--- src/rtl/cpu_dbg_pkg.sv ---
// Shared encodings and defaults for the CPU clock-enable sequencer and its debounce helper.
// Pure declarations: no latency, no flow control.
package cpu_dbg_pkg;

    typedef enum logic [2:0] {
        ST_HALT    = 3'd0,
        ST_STEP    = 3'd1,
        ST_SLOW    = 3'd2,
        ST_FULL    = 3'd3,
        ST_BP_HALT = 3'd4
    } state_t;

    localparam logic [1:0] MODE_HALT = 2'b00;
    localparam logic [1:0] MODE_STEP = 2'b01;
    localparam logic [1:0] MODE_SLOW = 2'b10;
    localparam logic [1:0] MODE_FULL = 2'b11;

    localparam int SLOW_DIV_DEFAULT        = 25_000_000;
    localparam int DEBOUNCE_CYCLES_DEFAULT = 500_000;
    localparam int CNT_W_DEFAULT           = 32;

    function automatic state_t mode_to_state(input logic [1:0] mode);
        case (mode)
            MODE_STEP: return ST_STEP;
            MODE_SLOW: return ST_SLOW;
            MODE_FULL: return ST_FULL;
            default:   return ST_HALT;
        endcase
    endfunction

    function automatic logic is_running(input state_t s);
        return (s == ST_SLOW) || (s == ST_FULL);
    endfunction

endpackage

--- src/rtl/btn_debounce.sv ---
// Button conditioner: 2-FF sync, then level changes after DEBOUNCE_CYCLES stable cycles; rise pulses once.
// Latency 2 + DEBOUNCE_CYCLES cycles; free-running, no backpressure.
module btn_debounce
    import cpu_dbg_pkg::*;
#(
    parameter int DEBOUNCE_CYCLES = DEBOUNCE_CYCLES_DEFAULT
) (
    input  logic clk_in,
    input  logic rst,
    input  logic btn_raw,
    output logic level,
    output logic rise
);

    localparam int CW = $clog2(DEBOUNCE_CYCLES + 1);

    logic [1:0]    sync;
    logic [CW-1:0] cnt;

    always_ff @(posedge clk_in or posedge rst) begin
        if (rst) begin
            sync  <= 2'b00;
            cnt   <= '0;
            level <= 1'b0;
            rise  <= 1'b0;
        end else begin
            sync <= {sync[0], btn_raw};
            rise <= 1'b0;
            // Any return to the current level restarts the stability window.
            if (sync[1] == level) begin
                cnt <= '0;
            end else if (cnt == CW'(DEBOUNCE_CYCLES - 1)) begin
                cnt   <= '0;
                level <= sync[1];
                rise  <= sync[1];
            end else begin
                cnt <= cnt + CW'(1);
            end
        end
    end

endmodule

--- src/rtl/cpu_clock_ctrl.sv ---
// 6502 clock-enable sequencer: halt/step/slow/full modes, breakpoint halt, single owed cycle across mem_rdy stalls.
// cpu_ce is registered (one cycle after tick); mode_sw takes 2 sync cycles; mem_rdy low defers at most one cycle.
module cpu_clock_ctrl
    import cpu_dbg_pkg::*;
#(
    parameter int SLOW_DIV        = SLOW_DIV_DEFAULT,
    parameter int DEBOUNCE_CYCLES = DEBOUNCE_CYCLES_DEFAULT,
    parameter int CNT_W           = CNT_W_DEFAULT
) (
    input  logic             clk_in,
    input  logic             rst,
    input  logic [1:0]       mode_sw,
    input  logic [2:0]       div_sel,
    input  logic             step_btn,
    input  logic             bp_halt,
    input  logic             mem_rdy,
    output logic             cpu_ce,
    output logic             running,
    output logic             bp_hit,
    output logic [2:0]       state_o,
    output logic [CNT_W-1:0] cycle_count
);

    logic [1:0]       mode_meta;
    logic [1:0]       mode_sync;
    state_t           state;
    state_t           mode_state;
    logic [CNT_W-1:0] slow_cnt;
    logic [CNT_W-1:0] period;
    logic [CNT_W-1:0] div_shift;
    logic [CNT_W-1:0] period_next;
    logic             pending;
    logic             tick;
    logic             step_level;
    logic             step_rise;
    logic             step_evt;

    btn_debounce #(
        .DEBOUNCE_CYCLES(DEBOUNCE_CYCLES)
    ) u_step_debounce (
        .clk_in (clk_in),
        .rst    (rst),
        .btn_raw(step_btn),
        .level  (step_level),
        .rise   (step_rise)
    );

    assign step_evt    = step_rise & step_level;
    assign mode_state  = mode_to_state(mode_sync);
    assign div_shift   = CNT_W'(SLOW_DIV) >> div_sel;
    assign period_next = (div_shift == '0) ? CNT_W'(1) : div_shift;
    assign state_o     = state;

    always_comb begin
        tick = 1'b0;
        case (state)
            ST_FULL: tick = 1'b1;
            ST_SLOW: tick = (slow_cnt >= period - CNT_W'(1));
            ST_STEP: tick = step_evt;
            default: tick = 1'b0;
        endcase
    end

    always_ff @(posedge clk_in or posedge rst) begin
        if (rst) begin
            mode_meta   <= MODE_HALT;
            mode_sync   <= MODE_HALT;
            state       <= ST_HALT;
            slow_cnt    <= '0;
            period      <= CNT_W'(1);
            pending     <= 1'b0;
            cpu_ce      <= 1'b0;
            cycle_count <= '0;
            running     <= 1'b0;
            bp_hit      <= 1'b0;
        end else begin
            mode_meta <= mode_sw;
            mode_sync <= mode_meta;
            cpu_ce    <= 1'b0;
            if (state == ST_BP_HALT) begin
                // Resume without issuing a cycle; pending was already discarded on entry.
                if (step_evt) begin
                    state    <= mode_state;
                    slow_cnt <= '0;
                    period   <= period_next;
                    running  <= is_running(mode_state);
                    bp_hit   <= 1'b0;
                end
            end else if (bp_halt) begin
                state    <= ST_BP_HALT;
                slow_cnt <= '0;
                pending  <= 1'b0;
                running  <= 1'b0;
                bp_hit   <= 1'b1;
            end else if (mode_state != state) begin
                state    <= mode_state;
                slow_cnt <= '0;
                period   <= period_next;
                pending  <= 1'b0;
                running  <= is_running(mode_state);
            end else begin
                if (state == ST_SLOW) begin
                    if (tick) begin
                        slow_cnt <= '0;
                        period   <= period_next;
                    end else begin
                        slow_cnt <= slow_cnt + CNT_W'(1);
                    end
                end
                if (tick || pending) begin
                    if (mem_rdy) begin
                        cpu_ce      <= 1'b1;
                        pending     <= 1'b0;
                        cycle_count <= cycle_count + CNT_W'(1);
                    end else begin
                        pending <= 1'b1;
                    end
                end
            end
        end
    end

endmodule

--- config.mk ---
export PLATFORM = sky130hd
export DESIGN_NAME = cpu_clock_ctrl
export DESIGN_NICKNAME = d
export VERILOG_FILES = /design/src/rtl/cpu_dbg_pkg.sv /design/src/rtl/btn_debounce.sv /design/src/rtl/cpu_clock_ctrl.sv
export SDC_FILE = /design/constraint.sdc
export NUM_CORES = 1
export LEC_CHECK = 0
export ABC_AREA = 1
export CAP_MARGIN = 20
export CORE_UTILIZATION = 50
export CTS_CLUSTER_DIAMETER = 50
export CTS_CLUSTER_SIZE = 30
export DETAILED_ROUTE_END_ITERATION = 8
export PLACE_DENSITY = 0.77
export REMOVE_ABC_BUFFERS = 1
export SLEW_MARGIN = 10
export SYNTH_ARGS = -nofsm -noshare
export SYNTH_HDL_FRONTEND = slang
export SYNTH_SLANG_ARGS = --single-unit
--- constraint.sdc ---
create_clock -name clk_in -period 4.9 [get_ports clk_in]
set_input_delay 0.49 -clock clk_in [delete_from_list [all_inputs] [get_ports clk_in]]
set_output_delay 0.49 -clock clk_in [all_outputs]
set_load 0.03 [all_outputs]
# Word level (Yosys, flattened, before mapping)
# Cells that the tools add are included.
# word_totals
register_bits	130
latchBits	0
mem_bits_rw	0
romBits	0
input_bits	10
out_inout_bits	38
elab_cells	94
memories	0
# classes
addsub	4
n_mul	0
n_div	0
n_lt_le_gt_ge	1
eq_ne	14
shifts	1
n_mux	39
bitwise	5
n_reduce_logical	16
# op_table
op	count
$mux W32	13
$add A32 B1 Y32 const B	2
$mux W19	2
$ge A32 B32 Y1	1
$logic_not A32 Y1	1
$shr A25 B3 Y32 const A	1
$sub A32 B1 Y32 const B	1
$add A19 B1 Y19 const B	1
$eq A19 B19 Y1 const B	1
$mux W1	18
$eq A3 B2 Y1 const B	4
$mux W3	4
$reduce_bool A3 Y1	4
$reduce_and A2 Y1	5
$pmux W2 S3	1
$reduce_and A5 Y1	1
$eq A2 B2 Y1 const B	2
$not A1 Y1	4
$reduce_and A4 Y1	1
$reduce_bool A4 Y1	1
$eq A3 B1 Y1 const B	1
$eq A3 B3 Y1 const B	1
$ne A3 B3 Y1	1
$pmux W1 S3	1
other kinds (7)	8

# Depth between registers and ports, before layout
# logic_depth
word_depth	8
mapped_depth	25
depth_no_buf	24

# Hierarchy
# A second synthesis with hierarchy kept.
# unflattened
hier_cells	1190
hier_area_um2	8450.6
# modules_own_cells
module	instances	cells_each	area_each_um2	seq_area_each_um2
cpu_clock_ctrl	1	1033	7148.1	2478.6
btn_debounce	1	157	1302.5	575.6

# Worst setup path before layout
# OpenSTA, ideal clock, no wires.
# synth_timing
path_type	register -> register
startpoint	register period[0]
endpoint	register cycle_count[19]
setup_ns	0.117
t_arrival_ns	3.024
required_ns	4.783
path_slack_ns	1.759
path_stages_with_launch	25
path_buffers	2
synth_period_minus_slack_ns	3.141
cell_sequence	dfstp_2 -> inv_1 -> ha_1 -> nand2_1 -> nor3_2 -> nand4_1 -> nor2_1 -> nand3_1 -> nor3_1 -> nand4_1 -> nand3b_1 -> ha_1 -> nand2_1 -> nor2_1 -> nand2_1 -> nor2_1 -> nand2_1 -> nand2_1 -> nand2_2 -> nand4_1 -> nand2_1 -> buf_4 -> buf_4 -> nand2_1 -> nand2_1
# synth_between
elab_chain_cells	5
# synth_rtl
item	line_no	rtl
start, declared	cpu_clock_ctrl.sv:29	logic [CNT_W-1:0] period;
start signal, assigned	cpu_clock_ctrl.sv:85	period <= period_next;
start signal, assigned	cpu_clock_ctrl.sv:98	period <= period_next;
start signal, assigned	cpu_clock_ctrl.sv:105	period <= period_next;
$sub A32 B1 Y32	cpu_clock_ctrl.sv:58	ST_SLOW: tick = (slow_cnt >= period - CNT_W'(1));
$ge A32 B32 Y1	cpu_clock_ctrl.sv:58	
$pmux W1 S3	cpu_clock_ctrl.sv:56	case (state)
$logic_or A1 B1 Y1	cpu_clock_ctrl.sv:110	if (tick || pending) begin
$reduce_and A5 Y1 (no line)	--	
end signal, assigned	cpu_clock_ctrl.sv:114	cycle_count <= cycle_count + CNT_W'(1);
end, declared	cpu_clock_ctrl.sv:21	output logic [CNT_W-1:0] cycle_count
# Every way passes these cells.
# A chain may end at the register's enable or synchronous reset.

# Worst setup path in the final report
# layout_timing
startpoint	register period[0]
endpoint	register slow_cnt[28]
# layout_between
elab_chain_cells	8
# layout_rtl
item	line_no	rtl
$sub A32 B1 Y32	cpu_clock_ctrl.sv:58	
$ge A32 B32 Y1	cpu_clock_ctrl.sv:58	
$pmux W1 S3	cpu_clock_ctrl.sv:56	
$mux W32	cpu_clock_ctrl.sv:103	if (tick) begin
$mux W32	cpu_clock_ctrl.sv:102	if (state == ST_SLOW) begin
$mux W32	cpu_clock_ctrl.sv:95	end else if (mode_state != state) begin
$mux W32	cpu_clock_ctrl.sv:89	end else if (bp_halt) begin
$mux W32	cpu_clock_ctrl.sv:80	if (state == ST_BP_HALT) begin
end signal, assigned	cpu_clock_ctrl.sv:107	slow_cnt <= slow_cnt + CNT_W'(1);
end, declared	cpu_clock_ctrl.sv:28	logic [CNT_W-1:0] slow_cnt;
# Every way passes these cells. The select of a mux whose other input is x is not followed.

==> results.md <==
- Status: finished, final reports clean
- Synth unique cells: 44
- Crit path time final: 3970 ps
- Clk root buf: clkbuf_16
- Die X: 127 um
- Later-pin clock latency in the skew report: 430 ps
- Setup bufs post-CTS: 0
- Endpoints failing setup: 0
- Hold path depth: 0
- Die height: 127 um
- Total GRT Usage: 24.2%
- Synthesized instance count: 1025
- Total grt overflow: 0
- # DRC: 0
- Pin count of the biggest net entering global routing: 45
- Share of layout cells above drive strength 1: 7.66%
- CORE AREA: 15300 um^2
- Achievable Freq: 252 MHz
- Avg Cell Area, Syn: 7.66 um^2
- Min-delay worst type: register to register
- Area Overhead vs Synth: 15.9%
- Vias in the first global route: 6557
- Part of the cycle the worst path needs: 81.0%
- Via count: 6824
- Pre-antenna DRT Iters: 6
- Worst r2r src: period[0]$_DFFE_PP1P_
- Routed len/inst: 13.8 um
- Nets: 1117
- Gp weighted congestion: 0.892
- Fin. Hold Viols: 0
- Setup TNS: 0 ps
- Clock buffer depth: 2
- Starting density of the core: 51.5%
- RSZ-0062 raised after global routing: no
- Total wire length: 17.9 mm
- Vias per cell: 5.27
- Hold Path End: u_step_debounce.sync[1]$_DFF_PP0_
- CTS tree: built
- LEAKAGE: 4.29 nW
- YS warnings: 0
- Max-Cap Viols: 0
- Cell Area, Synth: 7860 um^2
- H-tree depth: 4
- IO Port Bufs: 47
- Initial antenna violation count: 0
- CTS Buf Count: 17
- Ys flop type: dfrtp_1
- Final WS setup: 931 ps
- First-pass GRT wire length: 31.1 mm
- Pwr/cell area: 262 nW/um^2
- Worst R2R End: slow_cnt[28]$_DFFE_PP0P_
- Startpoint Class: register
- Data required time of the worst path: 5270 ps
- DPL Wire Length: 13.1 mm
- Critical Path AT: 4340 ps
- Sequential share of the synthesized area: 38.9%
- CP Capture Type: register
- Slew headroom: 56.2%
- Crit path max fanout: 13
- FF-to-FF setup slack: 930 ps
- Post-synth EDFFs: 0
- Clk sinks: 122
- Clock slew at reported path FFs: 60 ps
- R2R depth: 22
- Slew @ Worst Pin: 654 ps
- Max VDD drop: 0.000257 V
- Synth async-reset ratio: 100%
- Hold path startpoint: u_step_debounce.sync[0]$_DFF_PP0_
- Io pins: 48
- Die Footprint: 16200 um^2
- Std-Cell Rows: 45
- DR iter-0 viols: 428
- Antenna violation net count after detailed routing: 0
- Final clock skew: 12.1 ps
- Core Util, Final: 59.7%
- Yosys reg bits: 122
- Final-layout fill cell count: 1369
- Pre-CTS setup slack: 998 ps
- Setup Crit Path Kind: register to register
- Ant diodes: 0
- Final Max Slew Viols: 0
- CTS Hold Bufs: 0
- CTS resizes: 0
[final cells by class]
cell class,count,area (um^2),area share (%)
repair buffers,50,493,5.41
clock buffers,18,439,4.82
multi-input cells,775,4270,46.9
flip-flops and latches,122,3050,33.5
clock inverters,14,184,2.02
well taps,211,264,2.90
inverters,105,397,4.36
[metrics by stage]
step | hold slack [ps] | instance area, um^2 | total power [W] | std cells
floorplan | 331 | 7720 | 0.00106 | 1002
global placement | 332 | 8480 | 0.00108 | 1263
detailed placement | 337 | 8480 | 0.00109 | 1263
CTS | 351 | 9100 | 0.00240 | 1295
global route | 366 | 9100 | 0.00246 | 1295
finish | 347 | 9100 | 0.00238 | 1295
[cells in the final DEF, fill, tap and decap left out, types with 17 or more instances in the layout]
| cell type | n |
|---|---|
| a21oi_1 | 47 |
| clkbuf_16 | 17 |
| clkdlybuf4s50_1 | 47 |
| dfrtp_1 | 121 |
| ha_1 | 36 |
| inv_1 | 97 |
| nand2_1 | 286 |
| nand3_1 | 36 |
| nand4_1 | 46 |
| nor2_1 | 98 |
| nor3_1 | 23 |
| o21ai_0 | 29 |
| o21ai_1 | 18 |
| xnor2_1 | 31 |
| xor2_1 | 53 |
[state kept, by name, indices dropped and copies added, names as in the netlist]
signal / count
cycle_count: 32
slow_cnt: 32
period: 25
u_step_debounce.cnt: 19
state_o: 3
mode_meta: 2
mode_sync: 2
u_step_debounce.sync: 2
bp_hit: 1
cpu_ce: 1
pending: 1
u_step_debounce.level: 1
u_step_debounce.rise: 1
[critical path: stages (launching register included)]
cell      delay [ps]
dfstp_2          360
inv_1            100
ha_1             190
nand2_1           80
nor3_2           260
nand4_1          120
nor2_1           160
nand3_1          100
nor3_1           140
nand4_1          140
nand3b_1         200
ha_1             290
nand2_1           80
nor2_1            60
nand2_1           70
inv_1             40
a21oi_1          140
nand2_1          100
nand2_2          110
nand4_1          520
nor2_1           450
nand3_1          120
nand2_1           80
[worst max-delay path by stage]
| stage | start | end | slack [ps] | depth (start not counted) |
|---|---|---|---|---|
| floorplan | period[2]$_DFFE_PP0P_ | cycle_count[0]$_DFFE_PP0P_ | 1150 | 23 |
| global placement | period[0]$_DFFE_PP1P_ | slow_cnt[28]$_DFFE_PP0P_ | 1130 | 22 |
| detailed placement | period[0]$_DFFE_PP1P_ | slow_cnt[28]$_DFFE_PP0P_ | 1000 | 22 |
| CTS | period[0]$_DFFE_PP1P_ | slow_cnt[28]$_DFFE_PP0P_ | 980 | 22 |
| global route | period[0]$_DFFE_PP1P_ | slow_cnt[28]$_DFFE_PP0P_ | 570 | 22 |
| finish | period[0]$_DFFE_PP1P_ | slow_cnt[28]$_DFFE_PP0P_ | 930 | 22 |
[synthesized netlist by cell type, types with 23 or more instances]
master / n / area, um^2
nor2_1: 98 / 368
ha_1: 36 / 450
nand4_1: 46 / 288
a21oi_1: 47 / 235
xnor2_1: 31 / 272
xor2_1: 53 / 464
o21ai_0: 29 / 145
nand3_1: 36 / 180
inv_1: 98 / 368
nand2_1: 286 / 1070
dfrtp_1: 121 / 3030
nor3_1: 23 / 115
[cells by family after synthesis]
family                     count (synthesis)  synth area share [%]
xor gates and xnor gates                  84                  9.37
and+or+nand+nor                          551                  32.4
DFF                                      122                  38.9
buffers and inverters                    128                  6.71
adders and majority gates                 36                  5.73
AOI/OAI and AO/OA                        104                  6.96
[routing by layer]
metal	up-vias	wire length [um]	GRT usage (%)
met4	0	314	7.42
met1	3166	8290	31.3
met2	174	8510	40.4
met3	29	810	5.28
met5	-	0	0
li1	3455	-	-
[power breakdown]
group	switching (W)	internal (W)
clock network	0.000494	0.000824
logic	0.0000377	0.0000135
registers	0.00000287	0.00101
Note: power is estimated with default switching activity, not from simulation.
